<file path="config.mk">
export PLATFORM = sky130hd
export DESIGN_NAME = gpia_dword_out
export DESIGN_NICKNAME = d
export VERILOG_FILES = /design/src/rtl/gpia_dword_out_pkg.sv /design/src/rtl/gpia_dword_out_byte_out.sv /design/src/rtl/gpia_dword_out.sv
export SDC_FILE = /design/constraint.sdc
export NUM_CORES = 1
export LEC_CHECK = 0
export CAP_MARGIN = 5
export CORE_ASPECT_RATIO = 1.25
export CORE_MARGIN = 1.5
export CORE_UTILIZATION = 45
export CTS_CLUSTER_DIAMETER = 100
export DETAILED_ROUTE_END_ITERATION = 8
export DONT_BUFFER_PORTS = 1
export PLACE_DENSITY = 0.61
export SYNTH_ARGS = -nofsm -noshare
export SYNTH_HDL_FRONTEND = slang
export SYNTH_SLANG_ARGS = --single-unit
</file>
<file path="constraint.sdc">
create_clock -name clk_i -period 1.5 [get_ports clk_i]
set_input_delay 0.15 -clock clk_i [delete_from_list [all_inputs] [get_ports clk_i]]
set_output_delay 0.15 -clock clk_i [all_outputs]
set_load 0.03 [all_outputs]
</file>
<file path="src/rtl/gpia_dword_out_pkg.sv">
// gpia_dword_out_pkg: shared GPIA address map, handshake states and lane operation helper
// Imported by every GPIA block so the register/operation addresses stay in one place.
package gpia_dword_out_pkg;

    localparam logic [2:0] ADR_OUT = 3'd0;
    localparam logic [2:0] ADR_DDR = 3'd1;
    localparam logic [2:0] ADR_SET = 3'd2;
    localparam logic [2:0] ADR_CLR = 3'd3;
    localparam logic [2:0] ADR_TGL = 3'd4;

    typedef enum logic {
        ST_IDLE = 1'b0,
        ST_ACK  = 1'b1
    } state_e;

    // New OUT byte for a write at adr; DDR and unused addresses leave OUT untouched.
    function automatic logic [7:0] lane_op(input logic [2:0] adr, input logic [7:0] cur, input logic [7:0] dat);
        return adr == ADR_OUT ? dat :
               adr == ADR_SET ? cur | dat :
               adr == ADR_CLR ? cur & ~dat :
               adr == ADR_TGL ? cur ^ dat : cur;
    endfunction

endpackage

</file>
<file path="src/rtl/gpia_dword_out_byte_out.sv">
// gpia_dword_out_byte_out: one 8-bit OUT/DDR lane of the GPIA dword output block
// Ports: clk_i/reset_i clock and sync reset; wr_i write executes this edge;
//        en_i lane enable (sel bit); adr_i operation select; dat_i lane write data;
//        out_o/ddr_o lane OUT and DDR registers.
module gpia_dword_out_byte_out
    import gpia_dword_out_pkg::*;
#(
    parameter logic [7:0] RESET_OUT = 8'h0,
    parameter logic [7:0] RESET_DDR = 8'h0
) (
    input  logic       clk_i,
    input  logic       reset_i,
    input  logic       wr_i,
    input  logic       en_i,
    input  logic [2:0] adr_i,
    input  logic [7:0] dat_i,
    output logic [7:0] out_o,
    output logic [7:0] ddr_o
);

    logic [7:0] out_q, out_d;
    logic [7:0] ddr_q, ddr_d;
    logic       upd;

    always_comb begin
        upd   = wr_i && en_i;
        out_d = upd ? lane_op(adr_i, out_q, dat_i) : out_q;
        ddr_d = (upd && adr_i == ADR_DDR) ? dat_i : ddr_q;
    end

    always_ff @(posedge clk_i) begin
        if (reset_i) begin
            out_q <= RESET_OUT;
            ddr_q <= RESET_DDR;
        end else begin
            out_q <= out_d;
            ddr_q <= ddr_d;
        end
    end

    assign out_o = out_q;
    assign ddr_o = ddr_q;

endmodule

</file>
<file path="src/rtl/gpia_dword_out.sv">
// gpia_dword_out: 64-bit GPIA output block with OUT/DDR registers behind a two-state bus handshake
// Ports: clk_i/reset_i clock and sync reset; cyc_i/stb_i/we_i/adr_i/sel_i/dat_i bus request;
//        dat_o registered read data; ack_o one-cycle acknowledge;
//        out_o pin output values; ddr_o pin drive enables.
module gpia_dword_out
    import gpia_dword_out_pkg::*;
#(
    parameter logic [63:0] RESET_OUT = 64'h0,
    parameter logic [63:0] RESET_DDR = 64'h0
) (
    input  logic        clk_i,
    input  logic        reset_i,
    input  logic        cyc_i,
    input  logic        stb_i,
    input  logic        we_i,
    input  logic [2:0]  adr_i,
    input  logic [7:0]  sel_i,
    input  logic [63:0] dat_i,
    output logic [63:0] dat_o,
    output logic        ack_o,
    output logic [63:0] out_o,
    output logic [63:0] ddr_o
);

    state_e      state_q, state_d;
    logic [63:0] dat_q, dat_d;
    logic        exec;

    // Requests are only taken in IDLE, which forces the one-idle-cycle gap between transfers.
    always_comb begin
        exec    = state_q == ST_IDLE && cyc_i && stb_i;
        state_d = exec ? ST_ACK : ST_IDLE;
        dat_d   = !(exec && !we_i) ? dat_q :
                  adr_i == ADR_DDR  ? ddr_o :
                  adr_i <= ADR_TGL  ? out_o : 64'h0;
    end

    always_ff @(posedge clk_i) begin
        if (reset_i) begin
            state_q <= ST_IDLE;
            dat_q   <= 64'h0;
        end else begin
            state_q <= state_d;
            dat_q   <= dat_d;
        end
    end

    always_comb begin
        ack_o = state_q == ST_ACK;
        dat_o = dat_q;
    end

    for (genvar k = 0; k < 8; k++) begin : g_lane
        gpia_dword_out_byte_out #(
            .RESET_OUT(RESET_OUT[8*k +: 8]),
            .RESET_DDR(RESET_DDR[8*k +: 8])
        ) u_lane (
            .clk_i  (clk_i),
            .reset_i(reset_i),
            .wr_i   (exec && we_i),
            .en_i   (sel_i[k]),
            .adr_i  (adr_i),
            .dat_i  (dat_i[8*k +: 8]),
            .out_o  (out_o[8*k +: 8]),
            .ddr_o  (ddr_o[8*k +: 8])
        );
    end

endmodule

</file>
# ---- Yosys cells after proc, flatten, opt, wreduce, memory -nomap -nowiden
# Cells that the tools add are included.
dict set report word_totals {
  register_bits 193
  in_bits 80
  output_inout_bits 193
}
dict set report classes {
  magnitude_cmp 1
  n_eq_ne 4
  n_mux 35
  n_bitwise 33
  n_reduce_logical 31
}
# operator n
set op_table {}
lappend op_table {{$mux W8} 32}
lappend op_table {{$mux W64} 2}
lappend op_table {{$and A8 B8 Y8} 8}
lappend op_table {{$not A8 Y8} 8}
lappend op_table {{$or A8 B8 Y8} 8}
lappend op_table {{$xor A8 B8 Y8} 8}
lappend op_table {{$logic_and A1 B1 Y1} 20}
lappend op_table {{$reduce_and A2 Y1} 8}
lappend op_table {{$eq A3 B2 Y1 const B} 2}
lappend op_table {{$reduce_bool A4 Y1} 1}
lappend op_table {{$eq A3 B1 Y1 const B} 1}
lappend op_table {{$eq A3 B3 Y1 const B} 1}
lappend op_table {{$le A3 B3 Y1 const B} 1}
lappend op_table {{$logic_not A3 Y1} 1}
lappend op_table {{$logic_not A1 Y1} 1}
lappend op_table {{$mux W1} 1}
lappend op_table {{$not A1 Y1} 1}

# ---- Logic depth before layout (Yosys ltp)
dict set report logic_depth {
  depth_word 6
  mapped_depth 8
  depth_no_buf 6
}

# ---- Cells and area by module
# From an unflattened synthesis, not the netlist that was laid out.
dict set report hier_totals {
  cells_unflattened 1296
  area_unflattened_um2 11848.9
}
# module instances cells_each area_per_inst_um2 seq_area_each_um2
set by_module_without_submodules {}
lappend by_module_without_submodules {gpia_dword_out_byte_out 8 115 1076.0 320.3}
lappend by_module_without_submodules {gpia_dword_out 1 376 3240.6 1301.2}

# ---- Worst setup path after synthesis
# No wires, ideal clock.
dict set report synth_path {
  path_kind {flip-flop to flip-flop}
  start {register state_q, in the netlist ack_o}
  end {register g_lane[3].u_lane.out_q[0]}
  setup_time_ns 0.121
  arrival_time_ns 1.611
  required_time_ns 1.379
  path_slack_ns -0.233
  path_stages_with_launch 9
  synth_period_minus_slack_ns 1.733
  path_cell_list {dfxtp_1 > and4b_1 > buf_4 > buf_6 > and3_1 > buf_4 > nand2b_1 > buf_2 > o22ai_1}
}
dict set report synth_via {
  elab_chain_cells 6
}
# item line
set synth_lines {}
lappend synth_lines {{from (decl)} gpia_dword_out.sv:25} ;# state_e state_q, state_d;
lappend synth_lines {{from (signal assigned)} gpia_dword_out.sv:43} ;# state_q <= state_d;
lappend synth_lines {{$not A1 Y1} gpia_dword_out.sv:31} ;# exec = state_q == ST_IDLE && cyc_i && stb_i;
lappend synth_lines {{$logic_and A1 B1 Y1 (2 in a row)} gpia_dword_out.sv:31}
lappend synth_lines {{$logic_and A1 B1 Y1} gpia_dword_out.sv:60} ;# .wr_i (exec && we_i),
lappend synth_lines {{$logic_and A1 B1 Y1} gpia_dword_out_byte_out.sv:26} ;# upd = wr_i && en_i;
lappend synth_lines {{$reduce_and A2 Y1 (no source line)} -}
lappend synth_lines {{to (signal assigned)} gpia_dword_out_byte_out.sv:36} ;# out_q <= out_d;
lappend synth_lines {{to (decl)} gpia_dword_out_byte_out.sv:21} ;# logic [7:0] out_q, out_d;
# Every way passes these cells.
# A chain may end at the register's enable or synchronous reset.

# ---- Final worst setup path
dict set report layout_path {
  start {register state_q, in the netlist ack_o}
  end {register g_lane[3].u_lane.ddr_q[3]}
}
dict set report layout_via {
  elab_chain_cells 6
}
# item line
set layout_lines {}
lappend layout_lines {{$not A1 Y1} gpia_dword_out.sv:31}
lappend layout_lines {{$logic_and A1 B1 Y1 (2 in a row)} gpia_dword_out.sv:31}
lappend layout_lines {{$logic_and A1 B1 Y1} gpia_dword_out.sv:60}
lappend layout_lines {{$logic_and A1 B1 Y1} gpia_dword_out_byte_out.sv:26}
lappend layout_lines {{$logic_and A1 B1 Y1} gpia_dword_out_byte_out.sv:28} ;# ddr_d = (upd && adr_i == ADR_DDR) ? dat_i : ddr_q;
lappend layout_lines {{to (signal assigned)} gpia_dword_out_byte_out.sv:37} ;# ddr_q <= ddr_d;
lappend layout_lines {{to (decl)} gpia_dword_out_byte_out.sv:22} ;# logic [7:0] ddr_q, ddr_d;
# Every way passes these cells.

==> metrics.cfg <==
[flow_run]
drv_cap=0

[global_route]
grt_pass1_wl_um=51400
grt_overflow=0
antenna_found_initial=0
grt_usage_pct=25.5
grt_max_degree=202
grt_pass1_vias=9605

[final_layout]
final_cells=1774
final_common_cell=dfxtp_1
area_growth_pct=29.4
fin_util_pct=58.8
seq_area_mm2=0.00387
final_cell_mix=dfxtp_1, nor2_1, inv_1, ha_1, dlygate4sd3_1
nets=1639
final_layout_size_suffix_gt1_share_pct=15.2
diodes=0
fin_area_mm2=0.0143
nFillCells=2185
multi_input_area_mm2=0.00643

[sta]
finalCritPeriodShare_pct=100
rsz0062_at_grt=true
finalWorstSetupSlack_ps=-7.23
timing.hold.ws_ps=-220
final-setup-viol-count=3
max_slew_margin_pct=67.8
fmax_mhz=663
hold_viol=124
drv_slew=0
fin_worst_skew_ps=14.2
period_needed_ps=1510
tightest_slew_ps=481
tns_ps=-9.47

[floorplanning]
die_area_mm2=0.0255
rows=64
start_util_pct=45.5
fp.coreArea_mm2=0.0243
die_x_um=143
chipHeight_um=178
ios=273

[worst_setup_path]
critPathCaptureType=flop
worst-path-max-fanout=16
worstPathRequired_ps=1820
path_cells=and4b_1, buf_12, buf_4, nand3_4, mux2i_1, nor2_1
critPathKind=reg -> reg
critPathTopFamily=simple AND/OR/NAND/NOR gates
critPathLaunchType=flop
critPathMaxStageDelay_ps=350
crit_buf_inv=2
cp_slowest_cell=dfxtp_4
arrival_ps=1830

[clock_network]
cts_buffers=17
cts_tree=yes
cts.root.buffer_cell=clkbuf_16
cts.sinks=193
cts.clk_slew.worst_paths_ps=80
cts-htree-levels=4
clkLatencyLatePin_ps=450
clockBufferDepth=2

[power]
finalPower_mw=11.7
irDropWorstVdd_mv=0.790
power-per-cell-area_mw_per_mm2=817
leakage_nw=5.87

[yosys]
synth-seq-cells=193
ys_seq_area_share_pct=34.9
avgSynthCellArea_um2=8.77
synth_nets=1470
synth_cells=1262
yosys_warnings=0
syn_area_mm2=0.0111
ys_types=30

[drt]
drtAntennaViolNets=0
wl_um=35400
first_pass_iters=5
drt_iter0_markers=534
wl_per_cell_um=19.9
via_per_inst=5.71
vias=10100
drc=0

[placed_design]
dp_cells=1609
place_congestion=0.769
port-buffer-count=0
placed_area_mm2=0.0121
hpwl_um=20300
place_ws_ps=-39.6

[run_status]
violations=negative hold slack, negative setup slack
outcome=finished, violations left

[min_path]
hold_class=in -> reg

[timing repair]
action | in CTS | in global routing
hold endpoints to repair | 193 | 133
setup endpoints to repair | 62 | 106
hold buffers | 115 | 2
resized for setup | 7 | 38
buffers inserted | 2 | 7
pin swaps | 2 | 46
cloned | 0 | 7
[registers in the layout (all words and copies together), names as in the netlist]
register,flops
ack_o,1
dat_o,64
g_lane.u_lane.ddr_o,64
g_lane.u_lane.out_o,64
[final timing paths]
path,from,end,slack (ps),cells after the start
max,ack_o,g_lane[3].u_lane.ddr_o[3],-7,6
min,reset_i,dat_o[5],-220,1
max reg2reg,ack_o,g_lane[3].u_lane.ddr_o[3],-7,6
min reg2reg,g_lane[0].u_lane.ddr_o[0],g_lane[0].u_lane.ddr_o[0],510,2
[logic make-up after synthesis]
kind of cell               count (synthesis)  share of synthesized area (%)
and+or+nand+nor                          313                           14.1
muxes                                     65                           5.99
AOI/OAI and AO/OA                        326                           21.7
DFF                                      193                           34.9
buffers and inverters                    237                           8.80
adders and majority gates                128                           14.5
[metal layers]
metal  up-vias  routed length, µm  track usage [%]
li1       4795                  -                -
met1      4957              14500             30.2
met2       323              17600             44.1
met3        46               2610             7.25
met4         0                739             8.50
met5         -                  0                0
[cells in the mapped netlist (all sizes together)]
cell type | number | area [µm²]
o211ai | 48 | 360
inv | 131 | 492
nor2b | 31 | 194
o22ai | 63 | 394
a21oi | 1 | 5.00
nand2b | 71 | 444
buf | 45 | 253
o221ai | 63 | 552
ha | 128 | 1600
dfxtp | 193 | 3860
nor3b | 1 | 7.51
mux2i | 65 | 663
o21ai | 21 | 105
o221a | 1 | 11.3
clkbuf | 61 | 229
and4b | 1 | 10.0
a211oi | 65 | 493
nand3b | 1 | 7.51
and3 | 8 | 50.1
nor2 | 136 | 510
or3 | 1 | 6.26
nand2 | 55 | 206
a22oi | 64 | 480
nand3 | 8 | 125
[worst register-to-register path, stage by stage, from the launching register on]
cell and delay (ps):
dfxtp_4 350, and4b_1 300, buf_12 180, buf_4 140
nand3_4 160, mux2i_1 200, nor2_1 60
[area by class of cell]
cell class,instances,share of cell area (%)
clock inverter,13,1.05
inverter,131,3.44
timing repair buffer,256,17.6
sequential,193,27.0
tap,330,2.88
clock buffer,19,3.09
multi-input combinational,832,44.9
[power by group]
group	total, mW	switching [mW]	internal, mW
registers	5.48	0.246	5.24
clock network	4.75	2.21	2.54
logic	1.47	0.802	0.667
(Power assumes the default switching activity.)
